[config.mk]
export PLATFORM = sky130hd
export DESIGN_NAME = div_iter
export DESIGN_NICKNAME = d
export VERILOG_FILES = /design/src/rtl/div_pkg.sv /design/src/rtl/div_iter.sv
export SDC_FILE = /design/constraint.sdc
export NUM_CORES = 1
export LEC_CHECK = 0
export CORE_ASPECT_RATIO = 1.4
export CORE_MARGIN = 2
export CORE_UTILIZATION = 55
export DETAILED_ROUTE_END_ITERATION = 10
export DONT_BUFFER_PORTS = 1
export GPL_TIMING_DRIVEN = 0
export PLACE_DENSITY = 0.79
export SLEW_MARGIN = 40
export SYNTH_ARGS = -nofsm -noshare
export SYNTH_HDL_FRONTEND = slang
export SYNTH_SLANG_ARGS = --single-unit
[constraint.sdc]
create_clock -name clk -period 6.32 [get_ports clk]
set_input_delay 0.632 -clock clk [delete_from_list [all_inputs] [get_ports clk]]
set_output_delay 0.632 -clock clk [all_outputs]
set_load 0.005 [all_outputs]
[src/rtl/div_pkg.sv]
// Shared types and constants for the iterative divider.
package div_pkg;

  // Default operand width (MIPS general-purpose register width).
  localparam int DIV_WIDTH = 32;

  // Controller states.
  typedef enum logic [1:0] {
    IDLE = 2'd0,
    BUSY = 2'd1,
    DONE = 2'd2
  } div_state_e;

  // Iteration counter width; never narrower than one bit.
  function automatic int cnt_width(input int w);
    return (w > 1) ? $clog2(w) : 1;
  endfunction

  localparam int DIV_CNT_W = cnt_width(DIV_WIDTH);

endpackage

[src/rtl/div_iter.sv]
// Multi-cycle radix-2 restoring divider for MIPS DIV/DIVU.
// result = {remainder, quotient}; the remainder takes the sign of the
// dividend and the quotient truncates toward zero.
module div_iter
  import div_pkg::*;
#(
  parameter int WIDTH = DIV_WIDTH
) (
  input  logic               clk,
  input  logic               rst,
  input  logic               start,
  input  logic               sign,
  input  logic               cancel,
  input  logic [WIDTH-1:0]   a,
  input  logic [WIDTH-1:0]   b,
  output logic               busy,
  output logic               result_valid,
  output logic [2*WIDTH-1:0] result
);

  localparam int CNT_W = cnt_width(WIDTH);

  div_state_e state_reg, state_next;

  logic [CNT_W-1:0]   count_reg;
  logic [WIDTH-1:0]   rem_reg;       // partial remainder
  logic [WIDTH-1:0]   dvd_reg;       // dividend bits shift out, quotient bits shift in
  logic [WIDTH-1:0]   divisor_reg;   // |b| (or raw b for unsigned)
  logic               q_neg_reg;
  logic               r_neg_reg;
  logic [2*WIDTH-1:0] result_reg;

  logic               last_iter;
  logic [WIDTH:0]     rem_ext;
  logic [WIDTH:0]     trial;
  logic [WIDTH-1:0]   rem_next;
  logic [WIDTH-1:0]   dvd_next;
  logic [WIDTH-1:0]   quot_fix;
  logic [WIDTH-1:0]   rem_fix;

  assign last_iter = (count_reg == CNT_W'(WIDTH - 1));

  // One restoring step: shift in the next dividend bit, try to subtract.
  always_comb begin
    rem_ext  = {rem_reg, dvd_reg[WIDTH-1]};
    trial    = rem_ext - {1'b0, divisor_reg};
    rem_next = trial[WIDTH] ? rem_ext[WIDTH-1:0] : trial[WIDTH-1:0];
    dvd_next = {dvd_reg[WIDTH-2:0], ~trial[WIDTH]};
    quot_fix = q_neg_reg ? -dvd_next : dvd_next;
    rem_fix  = r_neg_reg ? -rem_next : rem_next;
  end

  // State register.
  always_ff @(posedge clk or posedge rst) begin
    if (rst) begin
      state_reg <= IDLE;
    end else begin
      state_reg <= state_next;
    end
  end

  // Next-state logic; cancel overrides everything.
  always_comb begin
    state_next = state_reg;
    if (cancel) begin
      state_next = IDLE;
    end else begin
      case (state_reg)
        IDLE: begin
          if (start) begin
            state_next = (b == '0) ? DONE : BUSY;
          end
        end
        BUSY: begin
          if (last_iter) begin
            state_next = DONE;
          end
        end
        DONE:    state_next = IDLE;
        default: state_next = IDLE;
      endcase
    end
  end

  // Outputs decoded from the registered state.
  always_comb begin
    busy         = (state_reg != IDLE);
    result_valid = (state_reg == DONE);
  end

  assign result = result_reg;

  // Operand capture, iteration datapath and result register.
  always_ff @(posedge clk or posedge rst) begin
    if (rst) begin
      count_reg   <= '0;
      rem_reg     <= '0;
      dvd_reg     <= '0;
      divisor_reg <= '0;
      q_neg_reg   <= 1'b0;
      r_neg_reg   <= 1'b0;
      result_reg  <= '0;
    end else if (!cancel) begin
      case (state_reg)
        IDLE: begin
          if (start) begin
            dvd_reg     <= (sign && a[WIDTH-1]) ? -a : a;
            divisor_reg <= (sign && b[WIDTH-1]) ? -b : b;
            q_neg_reg   <= sign & (a[WIDTH-1] ^ b[WIDTH-1]);
            r_neg_reg   <= sign & a[WIDTH-1];
            rem_reg     <= '0;
            count_reg   <= '0;
            // Divide by zero: all-ones quotient, raw dividend as remainder.
            if (b == '0) begin
              result_reg <= {a, {WIDTH{1'b1}}};
            end
          end
        end
        BUSY: begin
          rem_reg   <= rem_next;
          dvd_reg   <= dvd_next;
          count_reg <= count_reg + 1'b1;
          if (last_iter) begin
            result_reg <= {rem_fix, quot_fix};
          end
        end
        default: begin
        end
      endcase
    end
  end

endmodule
Yosys cells after proc, flatten, opt, wreduce, memory -nomap -nowiden
Cells that the tools add are included.
W data, S select, Z words.
{"block": "totals", "reg_bits": 169, "input_bits": 69, "out_inout_bits": 66, "word_cells": 57}
{"block": "classes", "addsub": 6, "n_eq_ne": 8, "n_mux": 20, "n_bitwise": 5, "n_reduce_logical": 10}
{"operator": "$mux W32", "n": 7}
{"operator": "$mux W64", "n": 3}
{"operator": "$neg A32 Y32", "n": 4}
{"operator": "$pmux W32 S2", "n": 2}
{"operator": "$pmux W64 S2", "n": 1}
{"operator": "$sub A33 B32 Y33", "n": 1}
{"operator": "$logic_not A32 Y1", "n": 1}
{"operator": "$pmux W5 S2", "n": 1}
{"operator": "$mux W2", "n": 4}
{"operator": "$ne A2 B2 Y1 const B", "n": 3}
{"operator": "$ne A3 B3 Y1 const B", "n": 2}
{"operator": "$reduce_and A3 Y1", "n": 2}
{"operator": "$add A5 B1 Y5 const B", "n": 1}
{"operator": "$eq A5 B5 Y1 const B", "n": 1}
{"operator": "$mux W5", "n": 1}
{"operator": "$reduce_and A5 Y1", "n": 1}
{"operator": "$pmux W2 S2", "n": 1}
{"operator": "$reduce_bool A2 Y1", "n": 2}
{"operator": "$and A1 B1 Y1", "n": 2}
{"operator": "$eq A2 B1 Y1 const B", "n": 1}
{"operator": "$eq A2 B2 Y1 const B", "n": 1}
{"operator": "$logic_and A1 B1 Y1", "n": 2}
{"operator": "$logic_not A2 Y1", "n": 1}
{"operator": "$not A1 Y1", "n": 2}
{"operator": "other kinds (2)", "n": 2}

Depth between registers and ports, before layout
{"block": "depth", "depth_word": 6, "ltp_mapped": 26, "depth_no_buf": 24}

Least setup slack after synthesis
OpenSTA, ideal clock, no wires.
{"block": "synth_path", "kind": "flip-flop to flip-flop", "start": "register dvd_reg[31]", "end": "register result_reg[52] (netlist: result[52])", "setup_time_ns": 0.135, "t_arrival_ns": 5.069, "t_required_ns": 6.185, "slack_ns": 1.116, "path_stages_with_launch": 26, "n_path_buf": 3, "period_less_slack_ns": 5.204, "cell_sequence": "dfrtp_1 -> inv_1 -> ha_1 -> inv_1 -> fa_1 -> a211oi_1 -> o31ai_2 -> o2111a_1 -> o21ai_0 -> o32ai_1 -> nor2_2 -> inv_1 -> buf_2 -> buf_2 -> buf_2 -> a21oi_1 -> ha_1 -> nand2_1 -> or3_1 -> nor4_1 -> nand4b_1 -> mux2_2 -> o21ai_1 -> a21boi_0 -> xnor2_1 -> o21ai_0"}
{"block": "synth_via", "elab_chain_len": 6}
{"item": "start: declaration", "line_no": "div_iter.sv:27", "rtl": "logic [WIDTH-1:0] dvd_reg;"}
{"item": "start signal: assignment", "line_no": "div_iter.sv:107", "rtl": "dvd_reg <= (sign && a[WIDTH-1]) ? -a : a;"}
{"item": "start signal: assignment", "line_no": "div_iter.sv:121", "rtl": "dvd_reg <= dvd_next;"}
{"item": "$sub A33 B32 Y33", "line_no": "div_iter.sv:46", "rtl": "trial = rem_ext - {1'b0, divisor_reg};"}
{"item": "$mux W32 (*)", "line_no": "div_iter.sv:47", "rtl": "rem_next = trial[WIDTH] ? rem_ext[WIDTH-1:0] : trial[WIDTH-1:0];"}
{"item": "$neg A32 Y32", "line_no": "div_iter.sv:50", "rtl": "rem_fix = r_neg_reg ? -rem_next : rem_next;"}
{"item": "$mux W32 (*)", "line_no": "div_iter.sv:50"}
{"item": "$mux W64 (*)", "line_no": "div_iter.sv:123", "rtl": "if (last_iter) begin"}
{"item": "$pmux W64 S2 (*)", "line_no": "div_iter.sv:104", "rtl": "case (state_reg)"}
{"item": "end signal: assignment", "line_no": "div_iter.sv:115", "rtl": "result_reg <= {a, {WIDTH{1'b1}}};"}
{"item": "end signal: assignment", "line_no": "div_iter.sv:124", "rtl": "result_reg <= {rem_fix, quot_fix};"}
{"item": "end: declaration", "line_no": "div_iter.sv:31", "rtl": "logic [2*WIDTH-1:0] result_reg;"}
Every way passes the cells marked *; elsewhere a longest branch is shown, timed or not. The select of a mux whose other input is x is not followed.
A chain may end at the register's enable or synchronous reset.

Final worst setup path
{"block": "layout_path", "start": "register dvd_reg[31]", "end": "register result_reg[28] (netlist: result[28])"}
{"block": "layout_via", "elab_chain_len": 6}
{"item": "$sub A33 B32 Y33", "line_no": "div_iter.sv:46"}
{"item": "$not A1 Y1", "line_no": "div_iter.sv:48", "rtl": "dvd_next = {dvd_reg[WIDTH-2:0], ~trial[WIDTH]};"}
{"item": "$neg A32 Y32", "line_no": "div_iter.sv:49", "rtl": "quot_fix = q_neg_reg ? -dvd_next : dvd_next;"}
{"item": "$mux W32", "line_no": "div_iter.sv:49"}
{"item": "$mux W64", "line_no": "div_iter.sv:123"}
{"item": "$pmux W64 S2", "line_no": "div_iter.sv:104"}
Every way passes these cells. The select of a mux whose other input is x is not followed.

==> results.toml <==
[setup_path]
cpPeakStageDelay_ps = 420
critPathMostFrequentCell = "nand2b_1"
rr_startpoint = "dvd_reg[31]"
ff2ff_path_depth = 24
ff2ff_setup_slack_ps = 240
cpLargestDelayFamily = "compound AO/OA/AOI/OAI gates"
start_kind = "register"
criticalPathCategory = "reg2reg"
reg2reg_to = "result[28]"
timing.critical_path.buf_inv = 6
crit_path_max_fanout = 10
cp-end-kind = "register"
crit_required_ps = 6640
cp.arrival_ps = 6410
crit_slowest_cell = "o31ai_4"
cp_cell_sequence = "inv_1 > ha_1 > inv_1 > fa_1 > a211oi_4 > o31ai_4 > o2111a_1 > o21ai_2 > o32ai_2 > nor2_2 > inv_1 > buf_2 > buf_2 > clkbuf_4 > ha_1 > nand2b_1 > or2_2 > nand2b_1 > nand2b_1 > nand2b_1 > or2_2 > o31ai_1 > xor2_1 > a21oi_1"

[logic_synthesis]
synth-edff-count = 0
netlist_area_sq_um = 12200
ys_seq_area_share_pct = 34.6
yosysWarnings = 0
ys_types = 74
yosys-top-cells-area = "dfrtp_1 35%, o21ai_0 7.7%, xor2_1 6.4%"
ys_ff_latch = 169
avgSynthCellArea_sq_um = 8.04
yosys_most_used_dff = "dfrtp_1"
syn_nets = 1629
yosys.area.top_type = "dfrtp_1"
synth_top_area_share_pct = 34.6
async_flop_share_pct = 100
syn_inst = 1521

[grt]
grt_pass1_wl_um = 59500
grt_overflow = 0
grt_use_total_pct = 32.8
grt_max_degree = 83
antenna_found_initial = 3
first_global_vias = 11234

[floorplanning]
start_util_pct = 55.9
num_rows = 64
ioPinCount = 135
die_w_um = 130
fp.dieArea_sq_um = 23500
die_h_um = 180
core_sq_um = 21900

[power]
leakagePower_nw = 5.59
p_per_area_nw_per_um2 = 281
irDropWorstVdd_mv = 0.208

[timing]
worstMarginPinSlew_ps = 775
slew_headroom_pct = 48.0
hold_viol = 0
fmax_mhz = 164
setup_violations = 0
setup_tns_ps = 0
skew_ps = 10.5
whs_ps = 241
slew_violations = 0
fin_crit_sh_pct = 96.3
period_needed_ps = 6080

[cells_and_area]
final_nets = 1654
drive_gt1_share_pct = 6.86
largest_reg_flops = 64
final_cell_mix = "192 x nand2_1, 185 x o21ai_0, 169 x dfrtp_1"
final_common_cell = "nand2_1"
multiInputGateArea_sq_um = 7500
fin_area_sq_um = 13400
seqCellArea_sq_um = 4230
num-fill-cells = 1958
postLayoutCoreUtil_pct = 61.2
areaGrowthSynthToFinish_pct = 9.46

[drt]
ant_nets = 0
drt_iter0_drc = 1014
route.detailed.drc = 0
wl_per_cell_um = 20.7
num_vias = 11593
viasPerCell = 6.24
wl_um = 38500
first_pass_iters = 5

[worst_hold_path]
whs_path_depth = 1
hold_class = "in2reg"
hold_path_end = "state_reg[0]"
hp-start = "cancel"

[clocking]
clock_path_buffers = 2
cts-htree-levels = 4
cts_tree = "yes"
clock-sinks = 169
clockRootBuffer = "clkbuf_16"
cts_buffers = 17
clk_pin_slew_worst_paths_ps = 70
clock_latency_ps = 450

[place]
place_area_sq_um = 12700
dpl.hpwl_um = 30200
finalWeightedCongestion = 0.987
portBuffers = 0

[outcome]
status = "completed"

[run]
drv_cap = 0
==> Yosys cell counts, types with 23 or more instances <==
| cell | n |
|---|---|
| mux2i_1 | 38 |
| or3_1 | 29 |
| nand2_1 | 192 |
| xnor2_1 | 43 |
| nor2_1 | 133 |
| inv_1 | 53 |
| ha_1 | 38 |
| clkbuf_1 | 52 |
| xor2_1 | 89 |
| o21ai_0 | 187 |
| a21oi_1 | 155 |
| dfrtp_1 | 169 |
| nor4_1 | 23 |
==> area by class of cell <==
class,instances,share of cell area (%)
Clock inverter,14,1.12
Clock buffer,18,3.28
Inverter,54,1.57
Timing Repair Buffer,6,0.636
Multi-Input combinational cell,1214,56.0
Buffer,84,2.94
Sequential cell,169,31.6
Antenna cell,3,0.0561
Tap cell,297,2.78
==> report_power, final <==
part	internal [mW]	switching (mW)	total, mW
registers	1.31	0.224	1.54
clock network	0.571	0.504	1.08
logic	0.437	0.706	1.14
total	2.32	1.43	3.75
==> stage by stage <==
| stage | worst slack [ps] | total power [mW] | instances |
|---|---|---|---|
| after floorplan | 1110 | 2.34 | 1521 |
| after global routing | -21.4 | 3.97 | 1858 |
| after detailed placement | -476 | 2.65 | 1821 |
| after global placement | -603 | 2.61 | 1818 |
| after CTS | 24.0 | 3.73 | 1854 |
| final | 237 | 3.75 | 1859 |
==> worst reg2reg max path, stage by stage, from the launching register on <==
cell and delay [ps]:
dfrtp_1 380, inv_1 90, ha_1 210, inv_1 70
fa_1 240, a211oi_4 100, o31ai_4 420, o2111a_1 370
o21ai_2 120, o32ai_2 420, nor2_2 110, inv_1 170
buf_2 340, buf_2 370, clkbuf_4 360, ha_1 210
nand2b_1 110, or2_2 330, nand2b_1 180, nand2b_1 230
nand2b_1 240, or2_2 370, o31ai_1 280, xor2_1 180
a21oi_1 80
==> kinds of logic (layout without fill, tap and decap cells) <==
logic type | after synthesis | after routing | synth area share, %
compound gates | 483 | 483 | 23.3
mux | 42 | 42 | 3.48
fa+ha+maj | 39 | 39 | 4.05
flops | 169 | 169 | 34.6
simple gates | 518 | 518 | 20.3
other cells | 0 | 3 | 0
buf+inv | 138 | 176 | 4.85
xor+xnor | 132 | 132 | 9.46
==> worst max-delay path by stage <==
stage                     start      endpoint  slack, ps  cells after the start
global route        dvd_reg[31]    result[28]        -20                     24
finish              dvd_reg[31]    result[28]        240                     24
global placement            rst   rem_reg[27]       -600                      1
CTS                 dvd_reg[31]    result[58]         20                     24
detailed placement  dvd_reg[31]    result[58]       -480                     25
floorplan                   rst  count_reg[0]       1110                      1
==> layer usage <==
metal | part of all wire (%) | global-route usage (%) | vias up
met2 | 49 | 57.2 | 498
met4 | 7.3 | 20.0 | 0
met5 | 0 | 0 | -
met1 | 35 | 35.3 | 5462
li1 | - | - | 5468
met3 | 7.9 | 7.96 | 165
==> timing repair <==
action | 4_1_cts | 5_1_grt
buffers inserted | 0 | 2
hold buffers | 1 | 0
pin swaps | 1 | 2
endpoints found under the hold margin | 6 | 0
gates resized for setup | 7 | 10
setup endpoints to repair | 11 | 12
Note: power is estimated with default switching activity, not from simulation.
